$ cat src/rtl/pwm_pkg.sv
// Shared definitions for the PWM generator / capture path.
package pwm_pkg;

    // Counter width shared with the PWM generator's period register.
    localparam int PWM_WIDTH = 9;

    // Largest count a PWM_WIDTH counter may reach before timeout fires.
    localparam logic [PWM_WIDTH-1:0] PWM_MAX = {PWM_WIDTH{1'b1}};

    // Capture FSM: idle until the first edge, then measure edge to edge.
    typedef enum logic {
        WAIT_EDGE = 1'b0,
        MEASURE   = 1'b1
    } pwm_state_t;

endpackage

$ cat src/rtl/pwm_edge_sync.sv
// Brings pwm_in into the clk domain and detects rising edges on tick samples.
module pwm_edge_sync (
    input  logic clk,
    input  logic reset,
    input  logic tick,
    input  logic pwm_in,
    output logic lvl,
    output logic rise
);

    logic s1;
    logic s2;
    logic prev;

    // Two-flop synchronizer, runs every clk regardless of tick.
    always_ff @(posedge clk) begin
        if (reset) begin
            s1 <= 1'b0;
            s2 <= 1'b0;
        end else begin
            s1 <= pwm_in;
            s2 <= s1;
        end
    end

    // Level seen at the previous tick; reset high so a line that is already
    // high when reset drops is not mistaken for a fresh edge.
    always_ff @(posedge clk) begin
        if (reset) begin
            prev <= 1'b1;
        end else if (tick) begin
            prev <= s2;
        end
    end

    // The level sampled on a tick is s2 itself, so the FSM acts in the same
    // cycle the tick arrives and valid lands one clk later.
    assign lvl  = s2;
    assign rise = s2 & ~prev;

endmodule

$ cat src/rtl/pwm_capture.sv
// Measures PWM period and high time in tick units, flags a dead input.
module pwm_capture
    import pwm_pkg::*;
#(
    parameter int WIDTH = PWM_WIDTH
) (
    input  logic             clk,
    input  logic             reset,
    input  logic             tick,
    input  logic             pwm_in,
    output logic [WIDTH-1:0] period,
    output logic [WIDTH-1:0] duty,
    output logic             valid,
    output logic             timeout,
    output logic             stuck_level
);

    localparam logic [WIDTH-1:0] CNT_MAX = {WIDTH{1'b1}};
    localparam logic [WIDTH-1:0] CNT_ONE = {{(WIDTH-1){1'b0}}, 1'b1};
    localparam logic [WIDTH-1:0] CNT_ZERO = '0;

    logic lvl;
    logic rise;

    pwm_state_t       state,    state_nxt;
    logic [WIDTH-1:0] tot_cnt,  tot_nxt;
    logic [WIDTH-1:0] high_cnt, high_nxt;
    logic [WIDTH-1:0] period_nxt;
    logic [WIDTH-1:0] duty_nxt;
    logic             valid_nxt;
    logic             timeout_nxt;
    logic             stuck_nxt;

    pwm_edge_sync u_edge (
        .clk    (clk),
        .reset  (reset),
        .tick   (tick),
        .pwm_in (pwm_in),
        .lvl    (lvl),
        .rise   (rise)
    );

    // State, counters and all outputs are registered; reset wins over tick.
    always_ff @(posedge clk) begin
        if (reset) begin
            state       <= WAIT_EDGE;
            tot_cnt     <= CNT_ZERO;
            high_cnt    <= CNT_ZERO;
            period      <= CNT_ZERO;
            duty        <= CNT_ZERO;
            valid       <= 1'b0;
            timeout     <= 1'b0;
            stuck_level <= 1'b0;
        end else begin
            state       <= state_nxt;
            tot_cnt     <= tot_nxt;
            high_cnt    <= high_nxt;
            period      <= period_nxt;
            duty        <= duty_nxt;
            valid       <= valid_nxt;
            timeout     <= timeout_nxt;
            stuck_level <= stuck_nxt;
        end
    end

    // Next-state and counter update; nothing moves on non-tick cycles.
    always_comb begin
        state_nxt   = state;
        tot_nxt     = tot_cnt;
        high_nxt    = high_cnt;
        period_nxt  = period;
        duty_nxt    = duty;
        valid_nxt   = 1'b0;
        timeout_nxt = timeout;
        stuck_nxt   = stuck_level;

        if (tick) begin
            case (state)
                WAIT_EDGE: begin
                    // First edge only starts a cycle; what came before is partial.
                    if (rise) begin
                        tot_nxt   = CNT_ONE;
                        high_nxt  = CNT_ONE;
                        state_nxt = MEASURE;
                    end
                end
                MEASURE: begin
                    if (rise) begin
                        period_nxt  = tot_cnt;
                        duty_nxt    = high_cnt;
                        valid_nxt   = 1'b1;
                        timeout_nxt = 1'b0;
                        tot_nxt     = CNT_ONE;
                        high_nxt    = CNT_ONE;
                    end else if (tot_cnt != CNT_MAX) begin
                        tot_nxt = tot_cnt + CNT_ONE;
                        if (lvl) begin
                            high_nxt = high_cnt + CNT_ONE;
                        end
                    end else begin
                        // Counter would wrap: give up and report the stuck level.
                        timeout_nxt = 1'b1;
                        stuck_nxt   = lvl;
                        state_nxt   = WAIT_EDGE;
                    end
                end
                default: state_nxt = WAIT_EDGE;
            endcase
        end
    end

endmodule

$ cat config.mk
export PLATFORM = sky130hd
export DESIGN_NAME = pwm_capture
export DESIGN_NICKNAME = d
export VERILOG_FILES = /design/src/rtl/pwm_pkg.sv /design/src/rtl/pwm_edge_sync.sv /design/src/rtl/pwm_capture.sv
export SDC_FILE = /design/constraint.sdc
export NUM_CORES = 1
export LEC_CHECK = 0
export BUFFER_PORTS_ARGS = -buffer_cell sky130_fd_sc_hd__buf_2
export CORE_MARGIN = 2
export CORE_UTILIZATION = 25
export DETAILED_ROUTE_END_ITERATION = 10
export PLACE_DENSITY = 0.52
export SLEW_MARGIN = 20
export SYNTH_ARGS = -nofsm -noshare
export SYNTH_HDL_FRONTEND = slang
export SYNTH_SLANG_ARGS = --single-unit
$ cat constraint.sdc
create_clock -name clk -period 2.6 [get_ports clk]
set_input_delay 0.26 -clock clk [delete_from_list [all_inputs] [get_ports clk]]
set_output_delay 0.26 -clock clk [all_outputs]
set_load 0.03 [all_outputs]
# Word level (Yosys, flattened, before mapping)
# Cells that the tools add are included.
dict set report word_totals {
  register_bits 43
  inputBits 4
  output_inout_bits 21
  word_cells 44
}
dict set report classes {
  n_addsub 2
  eq_ne 5
  n_mux 14
  bitwise 6
  n_reduce_logical 6
}
# operator count
set ops {}
lappend ops {{9-bit 2-to-1 mux} 6}
lappend ops {{9-bit one-hot mux with 2 select lines} 2}
lappend ops {{9-bit by 1-bit adder with 9-bit output (second input constant)} 2}
lappend ops {{9-bit inequality test (second input constant)} 1}
lappend ops {{3-bit AND reduction} 3}
lappend ops {{4-bit AND reduction} 2}
lappend ops {{3-bit by 2-bit inequality test with 1-bit output (second input constant)} 2}
lappend ops {{1-bit 2-to-1 mux} 5}
lappend ops {{1-bit NOT} 5}
lappend ops {{2-bit inequality test (second input constant)} 2}
lappend ops {{3-bit OR reduction} 1}
lappend ops {{1-bit one-hot mux with 2 select lines} 1}
lappend ops {{1-bit bitwise AND} 1}

# Logic depth before layout (Yosys ltp)
# Gate-level depths: netlist of the first run.
dict set report depth {
  ltp_word 5
  mapped_depth 8
  ltp_nobuf 8
}

# Cells and area by module
# A second synthesis of the first run with hierarchy kept.
dict set report hier_totals {
  cells_unflattened 218
  hier_area_um2 1829.3
}
# module n_inst cells_per_inst area_each_um2 seq_area_each_um2
set by_module_without_submodules {}
lappend by_module_without_submodules {pwm_capture 1 210 1732.9 800.8}
lappend by_module_without_submodules {pwm_edge_sync 1 8 96.3 60.1}

# Worst setup path before layout of the first run
# OpenSTA, ideal clock, no wires.
dict set report synth_timing {
  path_type {register to register}
  startpoint {register tot_cnt[0]}
  endpoint {register high_cnt[7]}
  setup_ps 70
  arrival_time_ps 2147
  t_required_ps 2530
  setup_slack_ps 383
  stages_incl_launch_ff 9
  n_path_buf 0
  synth_period_minus_slack_ps 2217
  path_cell_list {dfxtp_1 -> ha_1 -> and3_1 -> and4_1 -> ha_1 -> nand2b_4 -> a21o_1 -> or4_1 -> a21oi_1}
}
dict set report synth_via {
  elab_chain_len 3
}
# element line_no
set synth_rtl {}
lappend synth_rtl {{from (decl)} pwm_capture.sv:26} ;# logic [WIDTH-1:0] tot_cnt, tot_nxt;
lappend synth_rtl {{from (signal assigned)} pwm_capture.sv:56} ;# tot_cnt <= tot_nxt;
lappend synth_rtl {{9-bit inequality test} pwm_capture.sv:95} ;# end else if (tot_cnt != CNT_MAX) begin
lappend synth_rtl {{3-bit by 2-bit inequality test with 1-bit output (no source line)} -}
lappend synth_rtl {{4-bit AND reduction (no source line)} -}
lappend synth_rtl {{to (signal assigned)} pwm_capture.sv:57} ;# high_cnt <= high_nxt;
lappend synth_rtl {{to (decl)} pwm_capture.sv:27} ;# logic [WIDTH-1:0] high_cnt, high_nxt;
# Every way passes these cells.
# A chain may end at the register's enable or synchronous reset.

# Final worst setup path of the first run
# Ends and elaborated chain as after synthesis.

==> reports/results.txt, run 1 <==
Critical path's slowest cell -> or4_1
GRT overflow -> 0
VDD IR max -> 0.2269 mV
CP Data Arrival Time -> 2670 ps
Syn avg cell area -> 8.389 um^2
CP Depth -> 8
HPWL Detailed -> 2871 um
Die height -> 89.34 um
Post-CTS setup buffers -> 0
Antenna Cells -> 0
Placement Cell Area -> 2042 um^2
Status -> completed
Worst-path clk slew -> 80 ps
Clock latency on the worst-skew pair -> 300 ps
CP top delay family -> simple AND/OR/NAND/NOR gates
# clock sinks -> 43
Post-CTS Resized -> 0
WP data required -> 2840 ps
Register area share after synthesis -> 47.29%
Initial antenna violation count -> 0
Yosys warning total -> 0
Min cycle time layout -> 2439 ps
Top cell by count, worst path -> ha_1
Final net count -> 248
Fin util -> 30.01%
DIE AREA -> 7981 um^2
Most frequent cells in the layout -> 50 x nand2_1, 43 x dfxtp_1, 26 x a21oi_1
PD cells -> 547.2 nW/um^2
Worst Setup SP -> tot_cnt[0]$_SDFFE_PP0P_
H-tree Lvls -> 2
Register bit count reported by yosys -> 43
Post-Syn Area -> 1820 um^2
Crit path capture -> high_cnt[7]$_SDFFE_PP0P_
DRT Wirelength -> 4168 um
Final Hold Viols -> 0
Synth cell types -> 44
Crit Reg-Reg Startpoint -> tot_cnt[0]$_SDFFE_PP0P_
Via count of the first global-routing pass -> 1450
Setup Skew -> 8.242 ps
Sequential Area -> 860.8 um^2
Worst hold path type -> in -> reg
Core Box Area -> 7137 um^2
Most common cell after layout, fill and taps aside -> nand2_1
Syn nets -> 224
Root buf cell -> clkbuf_8
Placed cells -> 333
MaxCap Viol Count -> 0
Non-filler cells, final -> 341
Worst reg2reg setup slack -> 160 ps
CP max FO -> 7
Worst r2r dst -> high_cnt[7]$_SDFFE_PP0P_
Max Clk Rate -> 410.0 MHz
DRT antenna net count -> 0
Boundary pin count -> 25
Cell area after layout -> 2142 um^2
Hold_buf cts -> 0
Vias -> 1569
Synthesis-to-finish area growth -> 17.66%
Initial Utilization -> 25.51%
Cts bufs inserted -> 5
Slowest stage delay, CP -> 510 ps
Die W -> 89.34 um
RSZ-0062 raised after global routing -> false
# setup viols final -> 0
Buf/Inv on CP -> 0
Crit path kind -> reg -> reg
Residual DRC -> 0
Largest net degree at the start of global routing -> 37
Multi-input logic area -> 907.1 um^2
Drt pass-1 iters -> 4
Share of cells above drive strength 1 -> 17.77%
Clock Path Buffers -> 2
Iteration-0 DRC Markers -> 68
FF-to-FF path depth -> 8
# rows -> 31
Synthesized instance count -> 217
Critical path, cell by cell -> ha_1 > and3_1 > and4_1 > ha_1 > nand2b_4 > a21o_1 > or4_1 > a21oi_1
Max-slew violations -> 0
RePlAce Congestion -> 0.8645
Fillers -> 811
Part of the cycle the worst path needs -> 93.81%
Drt wl/cell -> 12.22 um
IO Port Bufs -> 24
Element type at the critical path end -> flop
First-pass GRT wire length -> 6996 um
Worst Tran Pin Value -> 680.5 ps
DR vias/cell -> 4.601
Startpoint types -> flop
Fin Setup TNS -> 0 ps
Design Power -> 1.172 mW
TritonCTS clock tree -> built
Overall routing resource usage -> 11.64%
Slew Limit Headroom -> 54.64%
LEAKAGE -> 0.7587 nW
==> cell families (layout without fill, tap and decap cells) <==
group	count (synthesis)	in the layout	synth area share, %
buffers and inverters	12	37	2.887
AO/OA/AOI/OAI	48	48	16.29
adder cells (fa/ha/maj)	3	3	2.062
XOR/XNOR	4	4	1.924
flip-flops	43	43	47.29
AND/OR/NAND/NOR	106	106	28.93
multiplexers	1	1	0.6185
==> synthesized netlist by cell type, drive strengths merged <==
| master | n | share of area, % |
|---|---|---|
| nor3 | 3 | 0.82 |
| a41oi | 1 | 0.48 |
| and4 | 1 | 0.48 |
| buf | 4 | 1.2 |
| a31oi | 3 | 1.0 |
| xnor2 | 4 | 1.9 |
| nor2 | 10 | 2.2 |
| a21boi | 1 | 0.41 |
| a21o | 2 | 0.82 |
| a2111oi | 1 | 0.82 |
| nand3b | 2 | 0.82 |
| nor2b | 3 | 1.0 |
| o2111ai | 1 | 0.48 |
| ha | 3 | 2.1 |
| and2b | 2 | 0.82 |
| nor4 | 1 | 0.69 |
| dfxtp | 43 | 47 |
| inv | 2 | 0.41 |
| nor3b | 2 | 0.82 |
| and2 | 2 | 0.69 |
| o311ai | 2 | 0.96 |
| or4b | 1 | 0.55 |
| o31ai | 1 | 0.41 |
| or2 | 1 | 0.34 |
| a311oi | 1 | 0.48 |
| o21ai | 4 | 1.1 |
| or3 | 1 | 0.34 |
| clkbuf | 6 | 1.2 |
| nand3 | 15 | 4.1 |
| a21oi | 26 | 7.1 |
| a211oi | 3 | 1.2 |
| a31o | 1 | 0.48 |
| nand2b | 5 | 2.1 |
| mux2 | 1 | 0.62 |
| o211ai | 1 | 0.41 |
| and3 | 2 | 0.69 |
| nand4 | 2 | 0.69 |
| nand2 | 51 | 11 |
| or4 | 2 | 1.0 |
==> how the worst min path moves through the flow <==
| stage | startpoint | to | slack, ps | cells past startpoint |
|---|---|---|---|---|
| 2_1_floorplan | pwm_in | u_edge.s1$_SDFF_PP0_ | 390 | 1 |
| 3_3_place_gp | u_edge.s1$_SDFF_PP0_ | u_edge.lvl$_SDFF_PP0_ | 420 | 1 |
| 3_5_place_dp | u_edge.s1$_SDFF_PP0_ | u_edge.lvl$_SDFF_PP0_ | 430 | 1 |
| 4_1_cts | pwm_in | u_edge.s1$_SDFF_PP0_ | 180 | 2 |
| 5_1_grt | pwm_in | u_edge.s1$_SDFF_PP0_ | 170 | 2 |
| 6_report | pwm_in | u_edge.s1$_SDFF_PP0_ | 170 | 2 |
==> power breakdown <==
group          switching (mW)  internal [mW]  leakage, nW
clock                   0.232          0.243       0.0515
sequential            0.00451          0.661        0.347
combinational          0.0228        0.00852        0.360
==> sequential cells by signal (all words and copies together) (netlist names) <==
name         cells
u_edge.s1        1
timeout          1
tot_cnt          9
state            1
stuck_level      1
duty             9
u_edge.lvl       1
high_cnt         9
valid            1
period           9
u_edge.prev      1
==> per-layer routing <==
metal / vias up / GRT usage, % / wire length [um]
li1: 810 / - / -
met1: 722 / 14.26 / 2091
met2: 31 / 18.92 / 1842
met3: 6 / 4.155 / 172
met4: 0 / 4.071 / 62
met5: - / 0 / 0
==> worst register-to-register path, delay by kind of cell (launching register included) <==
kind	cells	cell delay, ps
simple gates	4	1130
fa+ha+maj	2	480
compound gates	2	420
flops	1	350
==> stage by stage <==
stage / hold slack, ps / worst slack [ps]
finish: 174.6 / 161.1
global route: 172.0 / 68.82
CTS: 180.4 / 180.9
detailed placement: 427.0 / 199.5
global placement: 421.2 / 256.3
floorplan: 388.2 / 382.9
==> final cells by class <==
type / instances / area share [%]
tap: 99 / 5.783
sequential: 43 / 40.19
timing repair buffer: 27 / 6.659
clock buffer: 8 / 4.673
multi-input combinational: 162 / 42.35
inverter: 2 / 0.3505
Power figures use the tool's default switching activity.
==> run 2: changes to the inputs <==
Settings changed: BUFFER_PORTS_ARGS -buffer_cell sky130_fd_sc_hd__buf_2 to default, DONT_BUFFER_PORTS from default to 1, GPL_TIMING_DRIVEN from default to 0, PLACE_DENSITY 0.52 to 0.49.
==> run 2 against run 1 <==
- total power increased by 5.7%
- global-route usage decreased by 0.20 points
- sequential share of layout area increased by 1.5 points
- wire length increased by 0.60%
- register-to-register slack about the same
- setup slack improved by 5.7 ps
- worst hold slack got worse by 58 ps
==> reports/results.txt, run 2 (same netlist as run 1, synthesis figures left out) <==
Status -> completed
Residual DRC -> 0 (unchanged)
RSZ-0062 raised after global routing -> false
Fin util -> 28.93% (-1.1 points)
Die height -> 89.34 um (unchanged)
Drt pass-1 iters -> 4 (unchanged)
DIE AREA -> 7981 um^2 (unchanged)
Drt wl/cell -> 12.94 um (+5.9%)
IO Port Bufs -> 0 (-100%)
Largest net degree at the start of global routing -> 14 (-62%)
Cell area after layout -> 2064 um^2 (-3.6%)
Overall routing resource usage -> 11.44% (-0.20 points)
DRT Wirelength -> 4193 um (+0.60%)
Max Clk Rate -> 411.0 MHz (+0.24%)
Worst-path clk slew -> 80 ps (about the same)
Die W -> 89.34 um (unchanged)
Cts bufs inserted -> 5 (unchanged)
VDD IR max -> 0.1799 mV (-21%)
Critical path, cell by cell -> ha_1 > and3_1 > and4_1 > ha_2 > nand2b_4 > a21o_1 > or4_1 > a21oi_1
First-pass GRT wire length -> 7120 um (+1.8%)
GRT Max-Usage Layer -> met2
Final Hold Viols -> 0 (unchanged)
Worst hold path depth -> 1 (-1)
Core Box Area -> 7137 um^2 (unchanged)
Fillers -> 818 (+0.86%)
MaxCap Viol Count -> 0 (unchanged)
Share of cells above drive strength 1 -> 9.778% (-8.0 points)
LEAKAGE -> 0.6435 nW (-15%)
GRT overflow -> 0 (unchanged)
Crit Reg-Reg Startpoint -> tot_cnt[0]$_SDFFE_PP0P_
CP Data Arrival Time -> 2660 ps (about the same)
Element type at the critical path end -> flop
Most frequent cells in the layout -> 50 x nand2_1, 43 x dfxtp_1, 26 x a21oi_1
Final net count -> 231 (-6.9%)
WP data required -> 2820 ps (-20 ps)
Initial Utilization -> 25.51% (unchanged)
Worst reg2reg setup slack -> 170 ps (about the same)
# rows -> 31 (unchanged)
Crit path kind -> reg -> reg
Met1 Usage GRT -> 14.61% (+0.34 points)
Boundary pin count -> 25 (unchanged)
Clock Path Buffers -> 2 (unchanged)
Via count of the first global-routing pass -> 1443 (-0.48%)
Worst Setup SP -> tot_cnt[0]$_SDFFE_PP0P_
Worst r2r dst -> high_cnt[7]$_SDFFE_PP0P_
Setup Skew -> 5.673 ps (-2.569 ps)
Iteration-0 DRC Markers -> 63 (-7.4%)
RePlAce Congestion -> 0.7585 (-12%)
Worst Hold End -> u_edge.s1$_SDFF_PP0_
Hold_buf cts -> 0 (unchanged)
Worst hold path type -> in -> reg
CP max FO -> 7 (unchanged)
TritonCTS clock tree -> built
Root buf cell -> clkbuf_8
Hold_sp -> pwm_in
# setup viols final -> 0 (unchanged)
Startpoint types -> flop
Slew Limit Headroom -> 63.04% (+8.4 points)
Fin Setup TNS -> 0 ps (unchanged)
Clock latency on the worst-skew pair -> 290 ps (about the same)
Initial antenna violation count -> 0 (unchanged)
Min cycle time layout -> 2433 ps (-5.738 ps)
HPWL Detailed -> 2994 um (+4.3%)
DR vias/cell -> 4.623 (+0.48%)
Synthesis-to-finish area growth -> 13.40%
Critical path's slowest cell -> or4_1
Part of the cycle the worst path needs -> 93.58% (-0.22 points)
DRT antenna net count -> 0 (unchanged)
Max-slew violations -> 0 (unchanged)
Worst Tran Pin Value -> 554.4 ps (-126.0 ps)
Sequential Area -> 860.8 um^2 (unchanged)
Placement Cell Area -> 1944 um^2 (-4.8%)
FF-to-FF path depth -> 8 (unchanged)
H-tree Lvls -> 2 (unchanged)
Met2 Resource Use GR -> 19.39% (+0.47 points)
Antenna Cells -> 0 (unchanged)
Met3 usage -> 3.601% (-0.55 points)
Vias -> 1498 (-4.5%)
# clock sinks -> 43 (unchanged)
Multi-input logic area -> 909.6 um^2 (+0.28%)
Most common cell after layout, fill and taps aside -> nand2_1
PD cells -> 600.3 nW/um^2 (+9.7%)
Slowest stage delay, CP -> 510 ps (about the same)
==> run 2: cell count changes in the layout (fill, tap and decap cells not counted), sizes merged <==
cell and change:
buf -23, bufinv +1, clkbuf +4, clkinv +1
==> run 2: timing repair <==
action,in CTS,in global routing
hold endpoints to repair,0,0
setup buffers,0,0
setup endpoints to repair,0,2
resized for setup,0,2
==> run 2: how the worst max path moves through the flow <==
| stage | endpoint | slack, ps | depth (start not counted) |
|---|---|---|---|
| floorplan | high_cnt[7]$_SDFFE_PP0P_ | 380 | 8 |
| global placement | high_cnt[7]$_SDFFE_PP0P_ | 100 | 8 |
| detailed placement | high_cnt[7]$_SDFFE_PP0P_ | 100 | 8 |
| CTS | high_cnt[7]$_SDFFE_PP0P_ | 70 | 8 |
| global route | high_cnt[7]$_SDFFE_PP0P_ | 40 | 8 |
| finish | high_cnt[7]$_SDFFE_PP0P_ | 170 | 8 |
==> run 2: cell type report <==
cell class	count	area share [%]
Multi-Input combinational cell	162	44.06
Inverter	2	0.3636
Tap cell	99	6.000
Sequential cell	43	41.70
Clock inverter	2	1.697
Clock buffer	6	4.000
Buffer	10	2.182
==> run 2: layer usage <==
metal	vias to the layer above	routed length [um]
met2	27	2049
met1	694	1923
met5	-	0
met3	2	198
met4	0	21
li1	775	-
==> run 2: critical path: cells and delay by family, from the launching register on <==
family          cells  cell delay, ps
flops               1             360
simple gates        4            1120
compound gates      2             420
fa+ha+maj           2             450
==> run 2: power breakdown <==
part / switching, mW / internal, mW
Clock: 0.230 / 0.311
Sequential: 0.00392 / 0.661
Combinational: 0.0239 / 0.00891
Total: 0.258 / 0.981
==> run 2: through the flow <==
step | hold WS [ps] | cells | power (mW) | setup WS [ps]
3_3_place_gp | 423.7 | 316 | 0.7147 | 103.1
6_report | 116.9 | 324 | 1.239 | 166.8
5_1_grt | 107.2 | 324 | 1.294 | 42.28
2_1_floorplan | 388.2 | 217 | 0.7035 | 382.9
4_1_cts | 119.6 | 324 | 1.261 | 69.62
3_5_place_dp | 427.2 | 316 | 0.7148 | 101.9
==> run 3: changes to the inputs <==
Settings changed: CORE_ASPECT_RATIO from default to 1.5, SYNTH_HIERARCHICAL from default to 1.
==> run 3 against run 2 <==
- non-clock buffer count increased by 4
- fmax is 2.7% lower
- final area up 2.7%
- via count is 2.5% higher
- synthesized cell count increased by 0.46%
- first-iteration DRC count grew 33%
- critical path depth grew 1
- sequential cell count stayed put
- sequential power is essentially flat
- critical endpoint is now high_cnt[8]$_SDFFE_PP0P_
- largest cell class unchanged
- largest power group unchanged
==> reports/results.txt, run 3 <==
Status -> completed
Final Hold Viols -> 0 (unchanged)
Final net count -> 234 (+1.3%)
Vias -> 1536 (+2.5%)
Setup Skew -> 7.456 ps (+1.783 ps)
Share of cells above drive strength 1 -> 8.772% (-1.0 points)
Boundary pin count -> 25 (unchanged)
LEAKAGE -> 0.7185 nW (+12%)
DIE AREA -> 8031 um^2 (+0.63%)
Yosys warning total -> 6 (+6)
Post-Syn Area -> 1829 um^2 (+0.48%)
Hold_sp -> reset
CP max FO -> 7 (unchanged)
Syn avg cell area -> 8.391 um^2 (about the same)
CP Depth -> 9 (+1)
Synth top area cells -> dfxtp_1 47%, nand2_1 9.2%, a21oi_1 7.9%
Leading area contributor after synthesis -> dfxtp_1
Synth cell types -> 39 (-11%)
Fin Setup TNS -> 0 ps (unchanged)
Worst-path clk slew -> 80 ps (about the same)
Antenna Cells -> 0 (unchanged)
DRT antenna net count -> 0 (unchanged)
Drt wl/cell -> 13.80 um (+6.6%)
HPWL Detailed -> 3150 um (+5.2%)
Critical path's slowest cell -> or4_1
Cell with the most instances after synthesis -> nand2_1
# rows -> 38 (+23%)
Number of synthesized flops with an enable pin -> 0 (unchanged)
Die W -> 73.84 um (-17%)
GRT overflow -> 0 (unchanged)
Die height -> 108.8 um (+22%)
Part of the cycle the worst path needs -> 96.15% (+2.6 points)
Synth top area share -> 47.06% (-0.23 points)
FF-to-FF path depth -> 9 (+1)
Crit path kind -> reg -> reg
Register area share after synthesis -> 47.06% (-0.23 points)
H-tree Lvls -> 2 (unchanged)
Cell area after layout -> 2121 um^2 (+2.7%)
Min cycle time layout -> 2500 ps (+66.61 ps)
Crit path capture -> high_cnt[8]$_SDFFE_PP0P_
DR vias/cell -> 4.683 (+1.3%)
Clock latency on the worst-skew pair -> 310 ps (+20 ps)
TritonCTS clock tree -> built
IO Port Bufs -> 0 (unchanged)
MaxCap Viol Count -> 0 (unchanged)
Top cell by count, worst path -> and3_1
Hold WS -> 14.51 ps (-102.3 ps)
WP data required -> 2840 ps (+20 ps)
Worst Setup SP -> tot_cnt[0]$_SDFFE_PP0P_
Slew Limit Headroom -> 61.41% (-1.6 points)
Max Clk Rate -> 400.0 MHz (-2.7%)
Slowest stage delay, CP -> 490 ps (-20 ps)
RePlAce Congestion -> 0.7050 (-7.1%)
Worst reg2reg setup slack -> 100 ps (-70 ps)
Synth Flop Type -> dfxtp_1
Crit Reg-Reg Startpoint -> tot_cnt[0]$_SDFFE_PP0P_
Register bit count reported by yosys -> 43 (unchanged)
Synthesis-to-finish area growth -> 15.94%
Largest net degree at the start of global routing -> 14 (unchanged)
VDD IR max -> 0.2473 mV (+37%)
Worst Tran Pin Value -> 578.9 ps (+24.45 ps)
Initial antenna violation count -> 0 (unchanged)
Syn nets -> 225 (+0.45%)
Clock Path Buffers -> 2 (unchanged)
# setup viols final -> 0 (unchanged)
Core Box Area -> 7179 um^2 (+0.60%)
Via count of the first global-routing pass -> 1480 (+2.6%)
DRT Wirelength -> 4525 um (+7.9%)
Element type at the critical path end -> flop
Max-slew violations -> 0 (unchanged)
Synth async-reset ratio -> 0% (unchanged)
First-pass GRT wire length -> 7279 um (+2.2%)
# clock sinks -> 43 (unchanged)
Most common cell after layout, fill and taps aside -> nand2_1
Critical path, cell by cell -> ha_1 > and3_1 > and3_1 > and3_1 > ha_4 > and3b_2 > o21ai_4 > or4_1 > a21oi_1
PD cells -> 626.6 nW/um^2 (+4.4%)
Cts bufs inserted -> 5 (unchanged)
Iteration-0 DRC Markers -> 84 (+33%)
Fin util -> 29.54% (+0.61 points)
Synthesized instance count -> 218 (+0.46%)
Residual DRC -> 0 (unchanged)
Startpoint types -> flop
Fillers -> 757 (-7.5%)
Worst r2r dst -> high_cnt[8]$_SDFFE_PP0P_
Overall routing resource usage -> 12.21% (+0.77 points)
Buf/Inv on CP -> 0 (unchanged)
Post-synth top cells -> 45 x nand2_1, 43 x dfxtp_1, 29 x a21oi_1, 12 x nor2_1, 10 x nand3_1
Most frequent cells in the layout -> 45 x nand2_1, 42 x dfxtp_1, 29 x a21oi_1
Drt pass-1 iters -> 4 (unchanged)
Worst hold path type -> in -> reg
RSZ-0062 raised after global routing -> false
Placement Cell Area -> 1954 um^2 (+0.51%)
CP Data Arrival Time -> 2740 ps (+80 ps)
Root buf cell -> clkbuf_8
Initial Utilization -> 25.48% (-0.029 points)
CP top delay family -> simple AND/OR/NAND/NOR gates
[run 3: cell count changes after synthesis, moves of 3 or more]
| cell | delta |
|---|---|
| and3_1 | +5 |
| nor2b_1 | +3 |
| nor2_1 | +3 |
| nand2_1 | -5 |
| a22oi_1 | +3 |
| xnor2_1 | -4 |
| a21oi_1 | +3 |
| nand3_1 | -5 |
[run 3: cells by family (layout without fill, tap and decap cells)]
kind of cell,Yosys count,after routing,share of synthesized area [%]
and+or+nand+nor,99,99,27.09
AOI/OAI and AO/OA,56,56,18.54
DFF,43,43,47.06
buffers and inverters,14,24,3.693
adders and majority gates,3,3,2.052
muxes,2,2,1.094
xor gates and xnor gates,1,1,0.4789
[run 3: final cells by class]
type,count,area [um^2],area share [%]
Buffer,12,62.56,2.950
Sequential cell,43,862.1,40.65
Clock buffer,6,72.57,3.422
Multi-Input combinational cell,161,913.4,43.07
Clock inverter,2,60.06,2.832
Tap cell,100,125.1,5.900
Timing Repair Buffer,2,17.52,0.8260
Inverter,2,7.507,0.3540
[run 3: worst register-to-register path, cell delays in order, from the launching register on]
cell and delay [ps]:
dfxtp_2 360, ha_1 230, and3_1 220, and3_1 200, and3_1 210, ha_4 190, and3b_2 300, o21ai_4 100
or4_1 490, a21oi_1 150
[run 3: through the flow]
step / std cells / total power [mW] / worst slack [ps]
finish: 328 / 1.329 / 100.2
CTS: 326 / 1.348 / 51.99
detailed placement: 318 / 0.7125 / 5.724
global placement: 318 / 0.7117 / 19.74
floorplan: 218 / 0.7024 / 247.9
global route: 328 / 1.376 / 10.76
[run 3: report_power, final]
group	internal, mW	switching, mW
sequential	0.661	0.00246
combinational	0.0118	0.0225
clock	0.384	0.247
total	1.06	0.272
[run 3: repair_timing]
action                                  CTS  global route
setup buffers                             0             1
hold buffers                              0             1
endpoints found under the setup margin    2             6
gates resized for setup                   1             4
hold endpoints to repair                  0             1
[run 3: worst min-delay path by stage]
stage                            endpoint  cells after the start
CTS                 u_edge/lvl$_SDFF_PP0_                      1
detailed placement  u_edge/lvl$_SDFF_PP0_                      1
floorplan           u_edge/lvl$_SDFF_PP0_                      1
finish               u_edge/s1$_SDFF_PP0_                      1
global placement     u_edge/s1$_SDFF_PP0_                      1
global route         u_edge/s1$_SDFF_PP0_                      1
[run 3: routing by layer]
metal  share of wire (%)  up-vias  global-route usage [%]
met5                   0        -                       0
met4                 2.6        0                   6.623
met3                 3.8        8                   3.420
met2                  53       29                   22.07
met1                  41      717                   12.28
li1                    -      782                       -
